--- config.mk ---
export PLATFORM = sky130hd
export DESIGN_NAME = meas_scan_ctrl_flat
export DESIGN_NICKNAME = d
export VERILOG_FILES = /design/src/rtl/meas_scan_ctrl_if.sv /design/src/rtl/meas_scan_ctrl.sv /design/src/flat_wrapper.sv
export SDC_FILE = /design/constraint.sdc
export NUM_CORES = 1
export LEC_CHECK = 0
export ABC_AREA = 1
export CORE_MARGIN = 4
export CORE_UTILIZATION = 52
export CTS_CLUSTER_SIZE = 14
export DETAILED_ROUTE_END_ITERATION = 16
export PLACE_DENSITY = 0.86
export RECOVER_POWER = 50
export SYNTH_ARGS = -nofsm -noshare
export SYNTH_HDL_FRONTEND = slang
export SYNTH_SLANG_ARGS = --single-unit
export TNS_END_PERCENT = 1
--- constraint.sdc ---
create_clock -name I_clk -period 4.8 [get_ports I_clk]
set_input_delay 0.96 -clock I_clk [delete_from_list [all_inputs] [get_ports I_clk]]
set_output_delay 0.96 -clock I_clk [all_outputs]
set_load 0.02 [all_outputs]
--- src/rtl/meas_scan_ctrl_if.sv ---
// Readout stream from the scan sequencer to the packing logic.
// Each word carries the mux index it was captured from.
interface meas_scan_ctrl_if #(
    parameter int C_IDWIDTH = 24,
    parameter int C_ISWIDTH = 10
);
    logic [C_IDWIDTH-1:0] O_data;
    logic [C_ISWIDTH-1:0] O_idx;
    logic                 O_valid;
    logic                 I_ready;

    modport master (
        output O_data,
        output O_idx,
        output O_valid,
        input  I_ready
    );

    modport slave (
        input  O_data,
        input  O_idx,
        input  O_valid,
        output I_ready
    );
endinterface

--- src/rtl/meas_scan_ctrl.sv ---
// Steps the measurement mux select over [first, last], waits a settle
// time at each index and streams out the captured word with its index.
module meas_scan_ctrl #(
    parameter int C_INUM    = 48,
    parameter int C_IDWIDTH = 24,
    parameter int C_ISWIDTH = 10,
    parameter int C_SETTLE  = 2
) (
    input  logic                 I_clk,
    input  logic                 I_rst,
    input  logic                 I_start,
    input  logic [C_ISWIDTH-1:0] I_first,
    input  logic [C_ISWIDTH-1:0] I_last,
    input  logic                 I_abort,
    output logic [C_ISWIDTH-1:0] O_sel,
    input  logic [C_IDWIDTH-1:0] I_mux_data,
    output logic                 O_busy,
    output logic                 O_done,
    output logic                 O_err,
    meas_scan_ctrl_if.master     rd
);

    typedef enum logic [1:0] {
        IDLE,
        SETTLE,
        HOLD
    } state_t;

    localparam logic [7:0]           SETTLE_END = 8'(C_SETTLE - 1);
    localparam logic [C_ISWIDTH-1:0] IDX_LIMIT  = C_ISWIDTH'(C_INUM);
    localparam logic [C_ISWIDTH-1:0] IDX_ONE    = C_ISWIDTH'(1);

    state_t               state, state_d;
    logic [C_ISWIDTH-1:0] sel, sel_d;
    logic [C_ISWIDTH-1:0] last, last_d;
    logic [7:0]           cnt, cnt_d;
    logic [C_IDWIDTH-1:0] data, data_d;
    logic [C_ISWIDTH-1:0] idx, idx_d;
    logic                 valid, valid_d;
    logic                 busy, busy_d;
    logic                 done, done_d;
    logic                 err, err_d;
    logic                 range_ok;

    assign range_ok = (I_first <= I_last) && (I_last < IDX_LIMIT);

    always_ff @(posedge I_clk) begin
        if (I_rst) begin
            state <= IDLE;
            sel   <= '0;
            last  <= '0;
            cnt   <= '0;
            data  <= '0;
            idx   <= '0;
            valid <= 1'b0;
            busy  <= 1'b0;
            done  <= 1'b0;
            err   <= 1'b0;
        end else begin
            state <= state_d;
            sel   <= sel_d;
            last  <= last_d;
            cnt   <= cnt_d;
            data  <= data_d;
            idx   <= idx_d;
            valid <= valid_d;
            busy  <= busy_d;
            done  <= done_d;
            err   <= err_d;
        end
    end

    always_comb begin
        state_d = state;
        sel_d   = sel;
        last_d  = last;
        cnt_d   = cnt;
        data_d  = data;
        idx_d   = idx;
        valid_d = valid;
        done_d  = 1'b0;
        err_d   = 1'b0;

        unique case (state)
            IDLE: begin
                // abort masks start so a stray start cannot slip in
                if (I_start && !I_abort) begin
                    if (range_ok) begin
                        sel_d   = I_first;
                        last_d  = I_last;
                        cnt_d   = '0;
                        state_d = SETTLE;
                    end else begin
                        err_d = 1'b1;
                    end
                end
            end
            SETTLE: begin
                if (I_abort) begin
                    valid_d = 1'b0;
                    state_d = IDLE;
                end else if (cnt == SETTLE_END) begin
                    data_d  = I_mux_data;
                    idx_d   = sel;
                    valid_d = 1'b1;
                    state_d = HOLD;
                end else begin
                    cnt_d = cnt + 8'd1;
                end
            end
            HOLD: begin
                // abort wins over a same-cycle handshake
                if (I_abort) begin
                    valid_d = 1'b0;
                    state_d = IDLE;
                end else if (valid && rd.I_ready) begin
                    valid_d = 1'b0;
                    if (sel == last) begin
                        done_d  = 1'b1;
                        state_d = IDLE;
                    end else begin
                        sel_d   = sel + IDX_ONE;
                        cnt_d   = '0;
                        state_d = SETTLE;
                    end
                end
            end
            default: begin
                state_d = IDLE;
                valid_d = 1'b0;
            end
        endcase

        busy_d = (state_d != IDLE);
    end

    assign O_sel      = sel;
    assign O_busy     = busy;
    assign O_done     = done;
    assign O_err      = err;
    assign rd.O_data  = data;
    assign rd.O_idx   = idx;
    assign rd.O_valid = valid;

endmodule

--- src/flat_wrapper.sv ---
// flat-port wrapper written by rule: the top's interface ports become plain ports
module meas_scan_ctrl_flat 
#(
    parameter int C_INUM    = 48,
    parameter int C_IDWIDTH = 24,
    parameter int C_ISWIDTH = 10,
    parameter int C_SETTLE  = 2
)
  (I_clk, I_rst, I_start, I_first, I_last, I_abort, O_sel, I_mux_data, O_busy, O_done, O_err, rd_O_data, rd_O_idx, rd_O_valid, rd_I_ready);
  meas_scan_ctrl_if #(.C_IDWIDTH(C_IDWIDTH), .C_ISWIDTH(C_ISWIDTH)) rd_i ();
  input  logic I_clk;
  input  logic I_rst;
  input  logic I_start;
  input  logic [C_ISWIDTH-1:0] I_first;
  input  logic [C_ISWIDTH-1:0] I_last;
  input  logic I_abort;
  output logic [C_ISWIDTH-1:0] O_sel;
  input  logic [C_IDWIDTH-1:0] I_mux_data;
  output logic O_busy;
  output logic O_done;
  output logic O_err;
  output wire logic [$bits(rd_i.O_data)-1:0] rd_O_data;
  output wire logic [$bits(rd_i.O_idx)-1:0] rd_O_idx;
  output wire logic [$bits(rd_i.O_valid)-1:0] rd_O_valid;
  input wire logic [$bits(rd_i.I_ready)-1:0] rd_I_ready;
  assign rd_O_data = rd_i.O_data;
  assign rd_O_idx = rd_i.O_idx;
  assign rd_O_valid = rd_i.O_valid;
  assign rd_i.I_ready = rd_I_ready;
  meas_scan_ctrl #(.C_INUM(C_INUM), .C_IDWIDTH(C_IDWIDTH), .C_ISWIDTH(C_ISWIDTH), .C_SETTLE(C_SETTLE)) u_core (.I_clk(I_clk), .I_rst(I_rst), .I_start(I_start), .I_first(I_first), .I_last(I_last), .I_abort(I_abort), .O_sel(O_sel), .I_mux_data(I_mux_data), .O_busy(O_busy), .O_done(O_done), .O_err(O_err), .rd(rd_i));
endmodule
==> results by group <==
GRT
  • Initial antenna violation count: 0
  • Global Route Usage Sum: 0.243
  • Largest net degree at the start of global routing: 45
  • Grt total ovfl: 0
  • Number of global-route vias before repair: 3273
  • First-pass GRT wire length: ~15000 um

Worst setup path
  • CP endpoint kind: flop
  • Critical path launch point type: input port
  • Critical path class: in -> reg
  • CP arrival: 3.48 ns
  • R2r endpoint: u_core.O_busy$_SDFF_PP0_
  • Setup crit start: I_last[9]
  • Most frequent CP cell: nand2_1
  • Worst path max stage delay: 0.62 ns
  • Highest fanout seen on the critical path: 24
  • Reg-to-reg setup timing slack: 2.28 ns
  • Worst endpoint required time: approximately 5 ns
  • Reg-to-reg startpoint: u_core.state[0]$_SDFF_PP0_
  • Worst Reg-to-Reg Cells: 8
  • Critical Path, Cell by Cell: clkdlybuf4s50_1 > inv_2 > ha_1 > nand2_1 > nor2_1 > nand4_1 > nand2_1 > nand3_1 > o21ai_0 > a21oi_1
  • Slowest cell on the critical path: nand3_1

Place
  • HPWL Detailed: 6720 um
  • IO Port Bufs: 96
  • Placed Instance Area: 0.00437 sq mm
  • GPL Wtd Cong: 0.870

Drt
  • WL per Instance: 13.7 um
  • Final WL: 9130 um
  • Average via count per standard cell: between 5 and 6
  • Detailed Route Iter0 Violations: 262
  • Pre-Repair DR Iteration Count: 4
  • Vias post-DR: 3510
  • Post-route ant nets: 0
  • DRC: 0

STA
  • Actual transition at the worst max-transition pin: 0.919 ns
  • F_max: 306 MHz
  • Clk_skew: 0.00476 ns
  • Fin crit share: 0.681
  • Final setup TNS: 0 ns
  • Max-Slew Margin vs Limit: 0.386
  • Final hold violations: 0
  • Tmin final: 3.27 ns
  • Final-report setup violation count: 0
  • Max Slew Vio Count: 0
  • Unrepaired setup endpoints after global routing: false

Synth
  • Post-Syn Nets: roughly 560
  • Yosys top cell by area: dfxtp_1
  • Mapped Avg Cell Area: approximately 7.0 sq um
  • Cell area after synthesis: between 0.003 and 0.004 sq mm
  • Cell variety after synth: 34
  • Warning count from the yosys run: 0
  • Register area share after synthesis: 0.397
  • Commonest cells in the netlist: 97 x nor2_1, 91 x nand2_1, 68 x dfxtp_1, 35 x a21oi_1, 35 x inv_1
  • Synth top area share: 0.397
  • Asr flop ratio synth: 0
  • Top FF cell, synth: dfxtp_1
  • EDFF count, synth: 0
  • Count leader, synth: nor2_1
  • Gate Count Post-Synth: 493
  • Area contributors post-synth: dfxtp_1 40%, nor2_1 11%, nand2_1 10%
  • FF+latch count, synth: 68

Clocking
  • CTS clk-pin slew, worst paths: 0.07 ns
  • Post-CTS resize count: 0
  • Clock sink total: 68
  • H-tree lvl count: 3
  • Clk buf depth: 2
  • TritonCTS Buffers: 9
  • CTS Hold Buffers Added: 0
  • Root buf cell: clkbuf_8
  • CTS tree: built
  • Clk_lat worst skew: around 0.35 ns
  • Postcts setup bufs: 0

Status
  • Status: finished, final reports clean

Power and ir drop
  • Leak Pwr: 2.03 nW
  • Power per cell area: 253 mW/mm^2
  • Tot Pwr: 1.15 mW
  • VDD IR max: about 170 uV

Min path
  • HP Class: reg -> reg
  • Hold_sp: u_core.last[9]$_SDFFE_PP0P_
  • Hold depth: 2
  • Hold path endpoint: u_core.last[9]$_SDFFE_PP0P_

Floorplanning
  • Die height: 89.2 um
  • Die width: 89.2 um
  • Area of the die: 0.00796 sq mm
  • Initial core utilization: 0.537
  • Core Box Area: 0.00639 sq mm
  • Ports: 97
  • Num rows: 29

Run
  • Total of max-cap violations: 0

Final layout
  • Share of post-route cells with drive strength above 1: 0.0613
  • Area grow syn2layout: 33.0%
  • Net count, final: roughly 640
  • Antenna diodes: 0
  • Post-route cell area: approximately 0.0046 sq mm
## power breakdown
| group | internal [mW] | leakage, nW | switching (mW) | total, mW |
|---|---|---|---|---|
| registers | 0.566 | 0.548 | 0.00193 | 0.568 |
| logic | 0.0556 | 1.38 | 0.0509 | 0.107 |
| clock network | 0.267 | 0.102 | 0.212 | 0.478 |
| total | 0.888 | 2.03 | 0.265 | 1.15 |
## critical path: cells and delay by family
kind,cells,cell delay (ns)
buffers and inverters,2,0.51
adder cells (fa/ha/maj),1,0.29
AND/OR/NAND/NOR,5,1.19
AO/OA/AOI/OAI,2,0.52
## cells by family (layout without fill, tap and decap cells)
kind of cell,count (synthesis),count (layout),share of synthesized area
xor+xnor,10,10,0.0255
flops,68,68,0.397
simple gates,246,246,0.304
fa+ha+maj,13,13,0.0474
compound gates,88,88,0.136
buf+inv,68,162,0.0901
## per-layer routing
metal  vias up  wire (um)  track usage
met5         -          0            0
met4         0        154       0.0893
met3        16        799       0.0664
met2       124       4360        0.417
met1      1598       3810        0.290
li1       1772          -            -
## flip-flops by register name (all words and copies together) (netlist names)
name               count
u_core.rd.O_valid      1
u_core.O_sel          10
u_core.O_done          1
u_core.cnt             8
u_core.rd.O_idx       10
u_core.state           2
u_core.rd.O_data      24
u_core.O_busy          1
u_core.last           10
u_core.O_err           1
## through the flow
step / util / worst slack (ns) / std cells / hold slack (ns)
floorplan: - / 2.50 / 493 / 0.429
global placement: 0.684 / 1.31 / 648 / 0.442
detailed placement: 0.684 / 1.21 / 648 / 0.452
CTS: 0.716 / 1.59 / 664 / 0.463
global route: 0.714 / 1.31 / 664 / 0.494
finish: 0.714 / 1.53 / 664 / 0.460
## worst max path at each step
| stage | end |
|---|---|
| finish | u_core.last[2]$_SDFFE_PP0P_ |
| global route | u_core.last[2]$_SDFFE_PP0P_ |
| CTS | u_core.last[2]$_SDFFE_PP0P_ |
| detailed placement | u_core.last[2]$_SDFFE_PP0P_ |
| global placement | u_core.last[1]$_SDFFE_PP0P_ |
| floorplan | u_core.O_sel[3]$_SDFFE_PP0P_ |
## layout by cell type (no fill, tap or decap), drive strengths merged, types with 6 or more instances in the layout
cell type / netlist / layout
dfxtp: 68 / 68
dlygate4sd3: 0 / 44
inv: 49 / 49
clkdlybuf4s50: 0 / 52
o21ai: 46 / 46
nand4: 7 / 7
a21oi: 36 / 36
nor2: 101 / 101
nand3: 32 / 32
xor2: 6 / 6
nand2: 95 / 95
ha: 13 / 13
clkbuf: 5 / 12
## area by class of cell
type	count	area (sq um)
clock inverter	4	47.5
timing repair buffer	97	968
clock buffer	12	155
inverter	49	186
tap	77	96.3
fill	517	1830
sequential	68	1360
multi-input combinational	357	1750
No activity file was read; power rests on OpenSTA's default activity.
